==> src/rtl/mul_hilo_ctrl_pkg.sv <==
// rtl/mul_hilo_ctrl_pkg.sv - shared state encoding and sizing for the multiply control stage
package mul_hilo_ctrl_pkg;

    localparam int DEF_WIDTH = 32;
    localparam int CNT_W     = 4;

    typedef enum logic [1:0] {
        IDLE  = 2'd0,
        WAIT  = 2'd1,
        WRITE = 2'd2
    } state_e;

endpackage

==> src/rtl/mul_hilo_ctrl_hilo_regs.sv <==
// rtl/mul_hilo_ctrl_hilo_regs.sv - HI/LO product storage with registered read port
module hilo_regs #(
    parameter int WIDTH = 32
) (
    input  logic                 clk,
    input  logic                 rst_n,
    input  logic                 wr_en,
    input  logic [2*WIDTH-1:0]   wr_data,
    input  logic                 rd_hi,
    input  logic                 rd_lo,
    output logic [WIDTH-1:0]     hi,
    output logic [WIDTH-1:0]     lo,
    output logic [WIDTH-1:0]     bus_out,
    output logic                 bus_valid
);

    logic [WIDTH-1:0] hi_q, lo_q, bus_q;
    logic             valid_q;

    // Reads sample hi_q/lo_q before this edge's write lands, so a read on the
    // writeback edge still returns the previous product.
    always_ff @(posedge clk or negedge rst_n) begin
        if (!rst_n) begin
            hi_q    <= '0;
            lo_q    <= '0;
            bus_q   <= '0;
            valid_q <= 1'b0;
        end else begin
            if (wr_en) begin
                hi_q <= wr_data[2*WIDTH-1:WIDTH];
                lo_q <= wr_data[WIDTH-1:0];
            end
            if (rd_hi) begin
                bus_q <= hi_q;
            end else if (rd_lo) begin
                bus_q <= lo_q;
            end
            valid_q <= rd_hi | rd_lo;
        end
    end

    assign hi        = hi_q;
    assign lo        = lo_q;
    assign bus_out   = bus_q;
    assign bus_valid = valid_q;

endmodule

==> src/rtl/mul_hilo_ctrl.sv <==
// rtl/mul_hilo_ctrl.sv - operand capture, settle-and-write FSM around an external multiplier
module mul_hilo_ctrl
    import mul_hilo_ctrl_pkg::*;
#(
    parameter int WIDTH = DEF_WIDTH,
    parameter int LAT   = 2
) (
    input  logic                 clk,
    input  logic                 rst_n,
    input  logic                 start,
    input  logic [WIDTH-1:0]     m_in,
    input  logic [WIDTH-1:0]     q_in,
    output logic [WIDTH-1:0]     mul_m,
    output logic [WIDTH-1:0]     mul_q,
    input  logic [2*WIDTH-1:0]   mul_result,
    output logic                 busy,
    output logic                 done,
    output logic [WIDTH-1:0]     hi,
    output logic [WIDTH-1:0]     lo,
    input  logic                 rd_hi,
    input  logic                 rd_lo,
    output logic [WIDTH-1:0]     bus_out,
    output logic                 bus_valid
);

    state_e            state_q;
    logic [CNT_W-1:0]  cnt_q;
    logic [WIDTH-1:0]  mul_m_q, mul_q_q;
    logic              done_q;

    // Operands stay on the multiplier inputs after completion; only a new
    // accepted start replaces them.
    always_ff @(posedge clk or negedge rst_n) begin
        if (!rst_n) begin
            state_q <= IDLE;
            cnt_q   <= '0;
            mul_m_q <= '0;
            mul_q_q <= '0;
            done_q  <= 1'b0;
        end else begin
            done_q <= 1'b0;
            case (state_q)
                IDLE: begin
                    if (start) begin
                        mul_m_q <= m_in;
                        mul_q_q <= q_in;
                        cnt_q   <= CNT_W'(LAT - 1);
                        state_q <= WAIT;
                    end
                end
                WAIT: begin
                    if (cnt_q == '0) begin
                        state_q <= WRITE;
                    end else begin
                        cnt_q <= cnt_q - 1'b1;
                    end
                end
                WRITE: begin
                    done_q  <= 1'b1;
                    state_q <= IDLE;
                end
                default: state_q <= IDLE;
            endcase
        end
    end

    assign mul_m = mul_m_q;
    assign mul_q = mul_q_q;
    assign busy  = (state_q != IDLE);
    assign done  = done_q;

    hilo_regs #(.WIDTH(WIDTH)) u_hilo (
        .clk       (clk),
        .rst_n     (rst_n),
        .wr_en     (state_q == WRITE),
        .wr_data   (mul_result),
        .rd_hi     (rd_hi),
        .rd_lo     (rd_lo),
        .hi        (hi),
        .lo        (lo),
        .bus_out   (bus_out),
        .bus_valid (bus_valid)
    );

endmodule

==> config.mk <==
export PLATFORM = sky130hd
export DESIGN_NAME = mul_hilo_ctrl
export DESIGN_NICKNAME = d
export VERILOG_FILES = /design/src/rtl/mul_hilo_ctrl_pkg.sv /design/src/rtl/mul_hilo_ctrl_hilo_regs.sv /design/src/rtl/mul_hilo_ctrl.sv
export SDC_FILE = /design/constraint.sdc
export NUM_CORES = 1
export LEC_CHECK = 0
export ABC_AREA = 0
export ABC_CLOCK_PERIOD_IN_PS = 2300
export CORE_MARGIN = 2
export CORE_UTILIZATION = 42
export CTS_CLUSTER_DIAMETER = 50
export DETAILED_ROUTE_END_ITERATION = 10
export PLACE_DENSITY_LB_ADDON = 0.25
export SETUP_SLACK_MARGIN = 0.4
export SLEW_MARGIN = 15
export SYNTH_ARGS = -nofsm -noshare
export SYNTH_HDL_FRONTEND = slang
export SYNTH_SLANG_ARGS = --single-unit
==> constraint.sdc <==
create_clock -name clk -period 2.3 [get_ports clk]
set_clock_uncertainty 0.15 [all_clocks]
set_input_delay 0.46 -clock clk [delete_from_list [all_inputs] [get_ports clk]]
set_output_delay 0.46 -clock clk [all_outputs]
set_load 0.005 [all_outputs]
-- Yosys cells after proc, flatten, opt, wreduce, memory -nomap -nowiden
Cells that the tools add are included.
- bits of input ports: 133
- bits in registers: 168
- output and inout port bits: 163
- logic and storage cells: 33
- bitwise gates (word level): 1
- reduce and logical (&&, ||, !) cells: 8
- add/sub/neg operators: 1
- mux-type cells: 9
- equal/unequal tests: 5
- operator list (cell ; number):
    32-bit two-way mux ; 2
    4-bit two-way mux ; 2
    4-bit case mux with 2 select lines ; 1
    2-bit inequality test (second input constant) ; 3
    2-bit nonzero test ; 3
    4-bit logical NOT ; 1
    2-bit two-way mux ; 2
    2-bit case mux with 2 select lines ; 1
    2-bit AND reduction ; 2
    4-bit by 1-bit subtractor with 4-bit output (second input constant) ; 1
    3-bit AND reduction ; 1
    2-bit by 1-bit == test with 1-bit output (second input constant) ; 1
    2-bit == test (second input constant) ; 1
    2-bit logical NOT ; 1
    1-bit two-way mux ; 1
    1-bit bitwise OR ; 1

-- Longest topological paths before layout
Gate-level depths: netlist of run 1.
- depth after elaboration: 3
- mapped depth: 6
- gate-level depth less buffers: 5

-- By module
A second synthesis of run 1 with hierarchy kept.
- cell total of the unflattened synthesis: 443
- area, all modules: 7140.6 sq um
- by module, submodules not included (module ; cells each ; times used ; area each (sq um) ; sequential area each (sq um)):
    hilo_regs ; 276 ; 1 ; 4197.8 ; 2427.3
    mul_hilo_ctrl ; 167 ; 1 ; 2942.8 ; 1776.7

-- Least setup slack after synthesis of run 1
Ideal clock, no wire load.
- kind: reg2reg
- start point: register cnt_q[0]
- end point: register cnt_q[0]
- cell stages (with the launch flop): 7
- required time: 2.031 ns
- data arrival time: 1.384 ns
- period minus slack after synthesis: 1.652 ns
- buffers on the path: 1
- setup time: 0.119 ns
- setup slack: 0.648 ns
- cell sequence: dfrtp_1 > inv_1 > ha_1 > or3b_1 > clkbuf_1 > a21o_1 > o21a_1
- word-level cells in the longest chain between the ends: 3
- elaborated cells between the ends (all ways): 6
- classes of those cells: 1 x add/sub; 1 x eq/ne; 2 x mux; 2 x reduce/logical
- RTL lines (element ; RTL line ; source):
    start: declaration ; mul_hilo_ctrl.sv:27 ; logic [CNT_W-1:0] cnt_q;
    start signal: assignment ; mul_hilo_ctrl.sv:47 ; cnt_q <= CNT_W'(LAT - 1);
    start signal: assignment ; mul_hilo_ctrl.sv:55 ; cnt_q <= cnt_q - 1'b1;
    4-bit by 1-bit subtractor with 4-bit output / 4-bit logical NOT (equally long branches) ; mul_hilo_ctrl.sv:55, mul_hilo_ctrl.sv:52 ;
    4-bit two-way mux / 2-bit inequality test (equally long branches) ; - ;
    4-bit case mux with 2 select lines / 3-bit AND reduction (equally long branches) ; - ;
Parallel ways exist; a longest one is shown, timed or not. The select of a mux whose other input is x is not followed.
A chain may end at the register's enable or synchronous reset.

-- Worst setup path in the final report of run 1
- start point: register u_hilo.bus_q[18], in the netlist u_hilo.bus_out[18]
- end point: output bus_out[18]
- RTL lines (element ; RTL line ; source):
    start: declaration ; mul_hilo_ctrl_hilo_regs.sv:17 ; logic [WIDTH-1:0] hi_q, lo_q, bus_q;
    start signal: assignment ; mul_hilo_ctrl_hilo_regs.sv:34 ; bus_q <= hi_q;
    start signal: assignment ; mul_hilo_ctrl_hilo_regs.sv:36 ; bus_q <= lo_q;
    end: declaration ; mul_hilo_ctrl.sv:22 ; output logic [WIDTH-1:0] bus_out,
No word-level cell between the ends.

==> results of run 1 <==
## flip-flops by register name, indices dropped and copies added (netlist names)
register          cells
done                  1
mul_m                32
mul_q                32
u_hilo.lo            32
state_q               2
u_hilo.hi            32
cnt_q                 4
u_hilo.bus_out       32
u_hilo.bus_valid      1
## metrics by stage
stage	power (mW)	setup slack (ns)	cell area [um^2]
floorplan	7.20	0.648	6610
global placement	10.8	0.0936	9860
detailed placement	11.0	0.0623	9860
CTS	13.6	0.343	10600
global route	14.2	0.384	10800
finish	13.4	0.420	10800
## final timing paths
path / startpoint / end / cells after the start / slack [ns]
min in group asynchronous: rst_n / u_hilo.lo[21]$_DFFE_PN0P_ / 2 / 0.39
setup reg to reg: state_q[0]$_DFFE_PN0P_ / mul_q[2]$_DFFE_PN0P_ / 5 / 0.47
max in group asynchronous: rst_n / mul_m[0]$_DFFE_PN0P_ / 3 / 0.94
hold / removal: mul_m[7]$_DFFE_PN0P_ / mul_m[7]$_DFFE_PN0P_ / 1 / 0.33
setup / recovery: u_hilo.bus_out[18]$_DFFE_PN0P_ / bus_out[18] / 1 / 0.42
hold reg to reg: mul_m[7]$_DFFE_PN0P_ / mul_m[7]$_DFFE_PN0P_ / 1 / 0.33
## where the power goes
group          leakage, nW  internal (mW)  switching (mW)
combinational         3.11           3.38            2.00
sequential            2.04           4.38           0.786
clock                0.279           1.69            1.13
## cells in the mapped netlist
cell / n
nand2b_1: 2
buf_2: 7
clkbuf_1: 8
o21bai_1: 1
mux2_1: 62
buf_6: 9
nor2b_1: 2
a32oi_1: 1
nand2_1: 34
or2_2: 2
dfrtp_1: 168
or4_1: 1
mux2_2: 66
o21ai_0: 33
nor2_1: 1
mux2i_1: 33
nand3_1: 4
a21o_1: 1
or3_1: 1
inv_1: 3
or3b_1: 1
ha_1: 2
nor3b_2: 1
buf_4: 2
o21a_1: 1
## cells by family after synthesis
kind of cell             after synthesis
buffers and inverters                 29
AND/OR/NAND/NOR                       49
AO/OA/AOI/OAI                         37
flip-flops                           168
adder cells (fa/ha/maj)                2
multiplexers                         161
## final cells by class
| cell class | count | area, um^2 |
|---|---|---|
| Clock buffer | 22 | 474 |
| Inverter | 3 | 11.3 |
| Sequential cell | 168 | 4210 |
| Multi-Input combinational cell | 249 | 2230 |
| Timing Repair Buffer | 355 | 3450 |
| Tap cell | 211 | 264 |
| Clock inverter | 10 | 118 |
| Fill cell | 1099 | 4560 |
## repair_timing
item	in CTS	in global routing
hold buffers	1	0
gates resized for setup	114	49
hold endpoints to repair	33	0
buffers inserted	35	6
setup endpoints to repair	129	63
## per-layer routing
metal  global-route usage  vias to the layer above  wire [um]
met3               0.0830                       30       1780
met5                    0                        -          0
li1                     -                     2263          -
met1                0.246                     2378       7020
met4               0.0778                        0        374
met2                0.362                      222       8670
==> impl_metrics.ini, run 1 <==
[status]
outcome = completed

[hold_path]
min_path_type = flip-flop to flip-flop

[cts]
cts_tree = done
cts.sinks = 168
cts_inserted_buffers = 17
cts_max_path_buffers = 2
root_buffer = clkbuf_16
h-tree-depth = 4
path_clk_slew_ns = 0.06
clk_latency_ns = 0.41

[placement]
place_inst = 944
port_buffers = 295
finalWeightedCongestion = 0.779
hpwl_mm = 12.9

[finish]
final_cell_mix = dfrtp_1 (166), clkdlybuf4s50_1 (133), dlygate4sd2_1 (110)
diodes = 0
postLayoutCoreUtil = 0.702
drive_gt1_frac = 0.204
area_growth_pct = 62.6
nNetsFinal = 929
final_common_cell = dfrtp_1
instances_no_fill = 1018

[worst_setup_path]
cp_num_buf_inv = 1
arrival_ns = 1.27
start_kind = flip-flop
worst-path-max-fanout = 2
crit_required_ns = 1.69
cpPeakStageDelay_ns = 0.51
crit_chain = clkdlybuf4s50_1
crit_family = buffers and inverters
critPathKind = flip-flop to output port
worst_path_max_delay_cell = clkdlybuf4s50_1
cp-end-kind = output port

[synthesis]
avgSynthCellArea_um2 = 14.8
synth-simple-area-share = 0.0339
muxShareOfSynthArea = 0.268
synth_area_um2 = 6610
yosysUniqueCellTypes = 25
synth_top_area_frac = 0.636
synth_top_family_by_area = multiplexers
synth-seq-cells = 168
synth_warnings = 0
synth_top_cell_by_area = dfrtp_1
synthTopCellsByArea = dfrtp_1 (64%), mux2_2 (11%), mux2_1 (11%)
synthCells = 446
syn_nets = 581
synth_compound_area_frac = 0.0297
yosys.area_share.adder = 0.00378
synthXorXnorAreaFrac = 0
ys_seq_area_frac = 0.636

[die]
dieArea_um2 = 16800
num_io_pins = 296
chipWidth_um = 129
die_y_um = 129
initial_core_util = 0.432
rows = 45
coreArea_um2 = 15300

[sta]
relSlewSlack = 0.469
rsz0062_at_grt = no
holdWs_ns = 0.333
period_minus_slack_ns = 1.88
fin_tns_setup_ns = 0
final-setup-viol-count = 0
slew_viol_final = 0
fmax_ghz = 0.532
min_period_over_period = 0.817
final-hold-violation-count = 0
tightest_slew_ns = 0.796

[grt]
grt_remaining_overflow = 0
grt_pass1_wl_mm = 27.2
globalRouteTotalUtil = 0.213
grt_pass1_vias = 5202
antenna_found_initial = 0
grt_start_max_net_pins = 51

[power]
powerDensity_nw_per_um2 = 1240
ir_worst_vdd_uv = 599
p_leak_nw = 5.42

[route]
num_vias = 4893
final_antenna_net_count = 0
drt-initial-drc-count = 174
drt_first_pass_iters = 4
drcViolationCount = 0
routedWlPerCell_um = 17.5
drt-total-wl_mm = 17.8
viasPerCell = 4.81

[job]
cap_violations = 0
Note: power is estimated with default switching activity, not from simulation.
==> run 2: changes to the inputs <==
--- a/config.mk
+++ b/config.mk
@@ -6,7 +6,7 @@
 export NUM_CORES = 1
 export LEC_CHECK = 0
 export ABC_AREA = 0
-export ABC_CLOCK_PERIOD_IN_PS = 2300
+export ABC_CLOCK_PERIOD_IN_PS = 1800
 export CORE_MARGIN = 2
 export CORE_UTILIZATION = 42
 export CTS_CLUSTER_DIAMETER = 50
==> constraint.sdc (replaced) <==
create_clock -name clk -period 1.8 [get_ports clk]
set_clock_uncertainty 0.15 [all_clocks]
set_input_delay 0.36 -clock clk [delete_from_list [all_inputs] [get_ports clk]]
set_output_delay 0.36 -clock clk [all_outputs]
set_load 0.005 [all_outputs]
==> run 2 against run 1 <==
Compared with the run above: sequential cell count stayed put; wire length is 27% higher; count of clock-buffer cells in the layout is 2 lower; non-clock buffer count is 143 higher; total power is 57% higher; core utilization is 8.3 points higher; die area stayed put; sequential share of layout area is 4.1 points lower; clock power is 33% higher; worst setup slack worse by 0.42 ns; critical endpoint is now mul_m[27]$_DFFE_PN0P_; largest cell class unchanged; highest routed layer unchanged.
==> impl_metrics.ini, run 2 (synthesis gave the netlist of run 1 again) <==
[worst_setup_path]
endpoint = mul_m[27]$_DFFE_PN0P_
crit_required_ns = 1.95
reg2regPathDepth = 6
start_kind = flip-flop
rrSetupSlack_ns = 0.001
arrival_ns = 1.95
crit_start = state_q[0]$_DFFE_PN0P_
timing.rr.start = state_q[0]$_DFFE_PN0P_
critPathKind = flip-flop to flip-flop
cp-end-kind = flip-flop
r2r_end = mul_m[27]$_DFFE_PN0P_
worst-path-max-fanout = 8

[power]
p_switching_mw = 6.23
p_sw_frac = 0.297
p_total_mw = 21.0
pwr-share-comb = 0.501
ir_worst_vdd_uv = 888
p_leak_nw = 5.98
powerDensity_nw_per_um2 = 1750
p_clk_frac = 0.179
intPower_mw = 14.8
p_seq_frac = 0.320

[placement]
pre_cts_ws_ns = -0.268
place_inst = 950
placed_cell_area_um2 = 10300
port_buffers = 295
hpwl_mm = 13.1
finalWeightedCongestion = 0.814

[die]
dieArea_um2 = 16800
num_io_pins = 296
coreArea_um2 = 15300
rows = 45
die_y_um = 129
chipWidth_um = 129
initial_core_util = 0.432

[route]
routedWlPerCell_um = 19.5
drcViolationCount = 0
viasPerCell = 4.83
num_vias = 5603
final_antenna_net_count = 0
drt-initial-drc-count = 225
drt_first_pass_iters = 6
drt-total-wl_mm = 22.7

[finish]
multi_input_area_um2 = 2750
fill_cells = 933
design_area_um2 = 12000
diodes = 0
final_cell_mix = dfrtp_1 (165), buf_4 (157), buf_2 (156)
nNetsFinal = 1072
register_area_um2 = 4210
instances_no_fill = 1160
postLayoutCoreUtil = 0.785
area_growth_pct = 81.9
final_common_cell = dfrtp_1
drive_gt1_frac = 0.572

[sta]
fin_tns_setup_ns = 0
final-hold-violation-count = 0
tightest_slew_ns = 0.537
rsz0062_at_grt = yes
holdWs_ns = 0.294
relSlewSlack = 0.642
fmax_ghz = 0.556
period_minus_slack_ns = 1.80
worst_slack_ns = 0.00135
final-setup-viol-count = 0
min_period_over_period = 0.999
slew_viol_final = 0

[cts]
root_buffer = clkbuf_16
cts_inserted_buffers = 17
cts_max_path_buffers = 2
h-tree-depth = 4
cts.sinks = 168
cts_tree = done
clk_latency_ns = 0.41
path_clk_slew_ns = 0.07

[grt]
grt_pass1_vias = 5671
grt_start_max_net_pins = 50
grt_pass1_wl_mm = 30.0
antenna_found_initial = 0
globalRouteTotalUtil = 0.233
grt_remaining_overflow = 0

[job]
cap_violations = 0

[status]
outcome = completed

[hold_path]
min_path_type = input port to flip-flop
## run 2: cell count changes in the layout (fill, tap and decap cells not counted), sizes merged
cell | before | now
buf | 62 | 357
bufinv | 2 | 3
clkbuf | 23 | 31
clkdlybuf4s50 | 133 | 129
clkinv | 3 | 6
clkinvlp | 4 | 1
dlygate4sd2 | 110 | 0
dlymetal6s2s | 48 | 0
## run 2: power groups by stage
stage               Sequential (mW)  Clock, mW  Combinational [mW]
floorplan                      6.86          0                3.49
global placement               6.87          0                8.08
detailed placement             6.95          0                8.30
CTS                            6.64       3.78                8.49
global route                   6.91       3.96                11.2
finish                         6.72       3.76                10.5
## run 2: area by class of cell
| cell class | count | share of cell area |
|---|---|---|
| clock inverters | 11 | 0.0123 |
| flip-flops and latches | 168 | 0.350 |
| clock buffers | 20 | 0.0380 |
| repair buffers | 498 | 0.349 |
| multi-input cells | 249 | 0.229 |
| inverters | 3 | 0.000936 |
| well taps | 211 | 0.0219 |
## run 2: worst max-delay path: stages (launching register included)
cell,delay [ns]
dfrtp_2,0.44
buf_6,0.15
nor3b_4,0.17
buf_6,0.16
buf_12,0.15
buf_4,0.14
mux2_2,0.33
## run 2: worst min path at each step
stage	cells past startpoint	slack (ns)	startpoint	endpoint
final	3	0.29	rd_hi	u_hilo.bus_out[3]$_DFFE_PN0P_
after global routing	3	0.32	rd_hi	u_hilo.bus_out[2]$_DFFE_PN0P_
after floorplan	0	-0.09	rst_n	cnt_q[0]$_DFFE_PN0P_
after global placement	1	0.19	rst_n	u_hilo.lo[3]$_DFFE_PN0P_
after CTS	3	0.28	rd_hi	u_hilo.bus_out[3]$_DFFE_PN0P_
after detailed placement	1	0.20	rst_n	u_hilo.lo[3]$_DFFE_PN0P_
## run 2: repair_timing
action	in CTS	in global routing
endpoints found under the hold margin	43	0
resized for setup	663	66
buffers inserted	97	65
pin swaps	1	7
cloned	0	16
hold buffers	1	0
setup endpoints to repair	297	297
## run 2: per-layer routing
metal | track usage | routed length (um)
met1 | 0.278 | 8860
met2 | 0.395 | 11600
met3 | 0.0764 | 1570
met4 | 0.0886 | 594
met5 | 0 | 0
